[config.mk]
export PLATFORM = sky130hd
export DESIGN_NAME = id_ex_stage
export DESIGN_NICKNAME = d
export VERILOG_FILES = /design/src/rtl/id_ex_stage.sv
export SDC_FILE = /design/constraint.sdc
export NUM_CORES = 1
export LEC_CHECK = 0
export ABC_AREA = 1
export BUFFER_PORTS_ARGS = -buffer_cell sky130_fd_sc_hd__clkbuf_2
export CAP_MARGIN = 15
export CORE_AREA = 4 4 142 144
export DETAILED_ROUTE_END_ITERATION = 16
export DIE_AREA = 0 0 146 148
export GPL_TIMING_DRIVEN = 0
export PLACE_DENSITY = 0.8
export SETUP_SLACK_MARGIN = 0.15
export SLEW_MARGIN = 30
export SYNTH_ARGS = -nofsm -noshare
export SYNTH_HDL_FRONTEND = slang
export SYNTH_SLANG_ARGS = --single-unit
export TNS_END_PERCENT = 10
[constraint.sdc]
create_clock -name clk -period 1.5 [get_ports clk]
set_input_delay 0.075 -clock clk [delete_from_list [all_inputs] [get_ports clk]]
set_output_delay 0.075 -clock clk [all_outputs]
set_load 0.02 [all_outputs]
[src/rtl/id_ex_stage.sv]
// D->E pipeline register for the 5-stage MIPS core, with combinational M/W
// forwarding into the E-stage operands that feed the ALU.
module id_ex_stage #(
    parameter logic [31:0] RESET_PC8 = 32'h0000_3008
) (
    input  logic        clk,
    input  logic        reset_n,
    input  logic        stall,
    input  logic        flush,
    input  logic [31:0] ir_d,
    input  logic [31:0] pc8_d,
    input  logic [31:0] rd1_d,
    input  logic [31:0] rd2_d,
    input  logic [4:0]  a3_m,
    input  logic        we_m,
    input  logic [31:0] wd_m,
    input  logic [4:0]  a3_w,
    input  logic        we_w,
    input  logic [31:0] wd_w,
    output logic [31:0] ir_e,
    output logic [31:0] pc8_e,
    output logic [31:0] numa,
    output logic [31:0] numb,
    output logic [31:0] rt_fwd_e
);

    localparam logic [5:0] OP_RTYPE = 6'b000000;
    localparam logic [5:0] OP_ORI   = 6'b001101;
    localparam logic [5:0] OP_LUI   = 6'b001111;

    logic signed [31:0] rs_val;
    logic signed [31:0] rt_val;
    logic signed [31:0] imm_e;
    logic signed [31:0] rs_fwd;

    // ori/lui take the immediate as an unsigned field; everything else sign-extends.
    function automatic logic signed [31:0] ext_imm(input logic [31:0] ir);
        logic signed [15:0] imm16;
        imm16 = ir[15:0];
        if (ir[31:26] == OP_ORI || ir[31:26] == OP_LUI)
            return {16'h0000, ir[15:0]};
        else
            return 32'(imm16);
    endfunction

    // M wins over W because it holds the younger result; $0 is hardwired to zero.
    function automatic logic signed [31:0] fwd(
        input logic [4:0]         rsel,
        input logic signed [31:0] val,
        input logic [4:0]         m_a3,
        input logic               m_we,
        input logic [31:0]        m_wd,
        input logic [4:0]         w_a3,
        input logic               w_we,
        input logic [31:0]        w_wd
    );
        if (rsel == 5'd0)
            return '0;
        else if (m_we && m_a3 == rsel)
            return m_wd;
        else if (w_we && w_a3 == rsel)
            return w_wd;
        else
            return val;
    endfunction

    // D -> E register boundary
    always_ff @(posedge clk or negedge reset_n) begin
        if (!reset_n) begin
            ir_e   <= '0;
            pc8_e  <= RESET_PC8;
            rs_val <= '0;
            rt_val <= '0;
            imm_e  <= '0;
        end else if (stall || flush) begin
            ir_e   <= '0;
            pc8_e  <= RESET_PC8;
            rs_val <= '0;
            rt_val <= '0;
            imm_e  <= '0;
        end else begin
            ir_e   <= ir_d;
            pc8_e  <= pc8_d;
            rs_val <= rd1_d;
            rt_val <= rd2_d;
            imm_e  <= ext_imm(ir_d);
        end
    end

    // E-stage operand selection
    assign rs_fwd   = fwd(ir_e[25:21], rs_val, a3_m, we_m, wd_m, a3_w, we_w, wd_w);
    assign rt_fwd_e = fwd(ir_e[20:16], rt_val, a3_m, we_m, wd_m, a3_w, we_w, wd_w);
    assign numa     = rs_fwd;
    assign numb     = (ir_e[31:26] == OP_RTYPE) ? rt_fwd_e : imm_e;

endmodule

==> Word-level counts from Yosys, hierarchy flattened <==
Index checks and enable logic that the tools add are counted.
{ "totals": {"reg_bits": 160, "in_bits": 208, "out_inout_bits": 160, "word_cells": 33} }
{ "op_classes": {"n_eq_ne": 6, "muxes": 13, "reduce_logical": 9} }
{ "ops": {"columns": ["operator", "n"], "rows": [
  ["$mux 32", 13],
  ["$eq 5x5->1", 4],
  ["$eq 6x4->1 const B", 2],
  ["$logic_not 5->1", 2],
  ["$logic_not 6->1", 1],
  ["$logic_and 1x1->1", 4],
  ["$logic_or 1x1->1", 2]
]} }

==> Logic depth before layout (Yosys ltp) <==
{ "depth": {"depth_word": 6, "depth_mapped": 10, "ltp_nobuf": 9} }

==> Worst setup path after synthesis <==
OpenSTA, ideal clock, no wires.
{ "synth_path": {"path_type": "reg-to-output", "from": "register ir_e[24]", "to": "output numa[11]", "arrival_ns": 1.508, "required_ns": 1.425, "slack_ns": -0.083, "path_stages_with_launch": 8, "n_path_buf": 1, "cell_sequence": "dfrtp_1 xor2_1 nor2_2 clkbuf_1 nand4_1 nand3_1 nand2_1 inv_1"} }
{ "synth_between": {"elab_chain_cells": 5, "word_cells_on_any_way": 8, "cone_classes": "eq/ne: 2; mux: 3; reduce/logical: 3"} }
{ "synth_rtl": {"columns": ["element", "line", "source"], "rows": [
  ["start: declaration", "20", "output logic [31:0] ir_e,"],
  ["start signal: assignment", "82", "ir_e <= ir_d;"],
  ["$eq 5x5->1", "61", "else if (w_we && w_a3 == rsel)"],
  ["$logic_and 1x1->1", "61", null],
  ["$mux 32", "61", null],
  ["$mux 32", "59", "else if (m_we && m_a3 == rsel)"],
  ["$mux 32 (*)", "57", "if (rsel == 5'd0)"],
  ["end: declaration", "22", "output logic [31:0] numa,"]
]} }
Every way passes the cells marked *; elsewhere a longest branch is shown, timed or not.

==> Final worst setup path <==
{ "layout_path": {"from": "register ir_e[19]", "to": "output numb[1]"} }
{ "layout_between": {"elab_chain_cells": 6, "word_cells_on_any_way": 9, "cone_classes": "eq/ne: 2; mux: 4; reduce/logical: 3"} }
{ "layout_rtl": {"columns": ["element", "line", "source"], "rows": [
  ["$eq 5x5->1", "61", null],
  ["$logic_and 1x1->1", "61", null],
  ["$mux 32", "61", null],
  ["$mux 32", "59", null],
  ["$mux 32 (*)", "57", null],
  ["$mux 32 (*)", "94", "assign numb = (ir_e[31:26] == OP_RTYPE) ? rt_fwd_e : imm_e;"],
  ["end: declaration", "23", "output logic [31:0] numb,"]
]} }
Marked as above.

==> impl_metrics.toml <==
[final_layout]
fin_area_um2 = 12500
drive_above_1_share_pct = 39.8
diodes = 0
multi_input_area_um2 = 3260
regArea_um2 = 3240
areaGrowthSynthToFinish_pct = 71.1
nNetsFinal = 1842
fillerInstances = 1485
final_cells = 1881

[sta]
rsz0062_at_grt = "true"
setup_viol_count_final = 96
fin_crit_sh_pct = 149
drv_slew = 0
max_slew_margin_pct = 47.7
fmax_ghz = 0.447
min_period_ps = 2240
timing.hold.ws_ps = 81.6
fin_ws_ps = -738
finalSetupTns_ps = -63050
timing_hold_violations_final = 0
worstMarginPinSlew_ps = 784

[run_status]
violations = "setup timing"
status = "complete, but fails checks"

[worst_setup_path]
crit_arrival_ps = 2160
critPathCaptureType = "output port"
crit_type = "reg -> out"
worst-path-max-fanout = 10
critical_path_required_ps = 1420
worstSetupStartpointType = "flop"

[floorplan]
ios = 368
start_util_pct = 39.1
rows = 50
die-area_um2 = 21600
die_width_um = 146
coreArea_um2 = 18700
die_h_um = 148

[synthesis]
ys_seq_area_share_pct = 44.2
syn_inst = 1084
synth.area.top_cells = "dfrtp_1 43%, nor2_1 14%, nand2_1 11%, inv_1 11%, nand3_1 9.0%"
synth_top_area_cell = "dfrtp_1"
avgSynthCellArea_um2 = 6.75
ys_warn_count = 0
synth_seq_cells = 129
syn_nets = 1292
synth_area_um2 = 7310
synth_cell_types = 29
synth_top_area_share_pct = 43.1

[cts]
clockBufferDepth = 2
clkTransAtPathRegs_ps = 70
cts_tree = "done"
clock-sinks = 129
root_buffer = "clkbuf_16"
htreeDepth = 4
cts_buffers = 17

[place]
routabilityCongestion = 0.898
place_area_um2 = 9620
hpwl_um = 22100
portBuffers = 367
placedCellCount = 1686

[route]
drtPass1Iterations = 5
routed_wl_um = 34200
via_per_inst = 4.99
final_antenna_net_count = 0
routedWlPerCell_um = 18.2
drc = 0
drtIter0Drc = 716
vias = 9383

[power]
irDropWorstVdd_v = 0.000752
p_leak_uw = 0.00762
power_uw = 10600
power_density_nw_per_um2 = 848

[global_routing]
grt_pass1_vias = 9742
grt_max_degree = 74
grt_use_total_pct = 30.1
antenna_found_initial = 0
grt_first_pass_wirelength_um = 51200
grt-ovfl-total = 0

[hold_path]
hold_class = "in -> reg"

[job]
maxCapViolCount = 0
==> power by group <==
| group | internal [µW] | switching [µW] | total [µW] |
|---|---|---|---|
| sequential | 3620 | 64.6 | 3680 |
| combinational | 1070 | 1490 | 2570 |
| clock | 2640 | 1720 | 4360 |
| total | 7330 | 3280 | 10600 |
==> what timing repair did <==
action | 4_1_cts | 5_1_grt
buffers inserted | 23 | 5
pin swaps | 15 | 20
endpoints found under the hold margin | 184 | 0
hold buffers | 128 | 0
setup endpoints to repair | 96 | 102
cloned | 4 | 3
resized for setup | 82 | 134
==> worst max-delay path: stages, from the launching register on <==
cell and delay, ps:
dfrtp_2 450, nand2_2 90, nand2_2 70, nor2_4 190, nand3_4 100, buf_12 170, buf_6 150, nand3_1 140
nand3_2 110, nand2_2 90, clkbuf_4 170
==> registers in the layout, summed over array words and instances (netlist names) <==
name / flops
pc8_e: 32
rs_val: 32
rt_val: 32
imm_e: 17
ir_e: 16
==> routing by layer <==
layer / track usage [%] / vias up / wire [µm]
li1: - / 4327 / -
met1: 34.6 / 4368 / 12600
met2: 52.7 / 561 / 16900
met3: 7.02 / 127 / 2900
met4: 15.2 / 0 / 1760
met5: 0 / - / 0
==> cells by family (layout without fill, tap and decap cells) <==
group	Yosys count	in the layout	synth area share, %
flops	129	129	44.2
simple gates	659	660	38.3
buf+inv	285	847	16.6
xor+xnor	1	1	0.120
compound gates	10	10	0.821
==> synth_stat cells <==
cell and instances:
dfrtp_1 126, a21oi_2 1, nor3_1 3, a21oi_1 1, dfstp_2 3, or2_2 3, o22ai_1 2, xor2_1 1
nor3_2 1, nand4_1 32, nor4_1 1, nand2_1 211, nor2_2 3, nor2_1 267, clkbuf_1 27, nor2_4 1
o21ai_1 3, nand3_4 1, inv_1 205, a311oi_1 1, buf_2 22, nand3_1 131, buf_6 6, o21ai_0 2
inv_2 6, buf_4 19, nand3_2 3, or2_1 1, nor3_4 1
==> layout by cell type (no fill, tap or decap), types with 2 or more instances in the layout <==
master / Yosys / final
buf_8: 0 / 6
nor2_4: 1 / 9
clkbuf_2: 0 / 327
dfrtp_2: 0 / 10
dlygate4sd3_1: 0 / 128
bufinv_16: 0 / 3
buf_2: 22 / 18
nor2_2: 3 / 24
clkinv_4: 0 / 6
inv_2: 6 / 40
nor3_4: 1 / 3
clkbuf_4: 0 / 9
clkbuf_16: 0 / 20
nor2_1: 267 / 238
nand4_1: 32 / 32
buf_4: 19 / 59
inv_6: 0 / 3
or2_2: 3 / 3
clkbuf_8: 0 / 10
dfrtp_1: 126 / 116
dfstp_2: 3 / 3
nand3_1: 131 / 116
buf_6: 6 / 21
clkbuf_1: 27 / 14
o21ai_2: 0 / 2
o21ai_0: 2 / 2
inv_1: 205 / 170
nand2_2: 0 / 41
nand3_2: 3 / 15
nand2_1: 211 / 169
nand3_4: 1 / 5
buf_12: 0 / 9
==> metrics by stage <==
step | util [%] | setup WS, ps
CTS | 64.7 | -723
finish | 66.9 | -738
detailed placement | 51.4 | -616
global route | 66.9 | -867
floorplan | - | 6.57
global placement | 51.3 | -1970
==> layout make-up <==
type | count | area share, %
multi-input combinational | 671 | 26.0
sequential | 129 | 25.9
timing repair buffer | 530 | 29.3
clock inverter | 14 | 1.45
buffer | 74 | 5.13
inverter | 211 | 6.35
tap | 234 | 2.34
clock buffer | 18 | 3.43
==> final timing paths <==
kind	start	endpoint	slack [ps]	depth (start not counted)
worst max-delay path	ir_e[19]	numb[1]	-740	10
worst min-delay path	ir_d[15]	imm_e[15]	80	3
max in group asynchronous	reset_n	rs_val[31]	510	3
min in group asynchronous	reset_n	pc8_e[21]	220	2
Note: power is estimated with default switching activity, not from simulation.
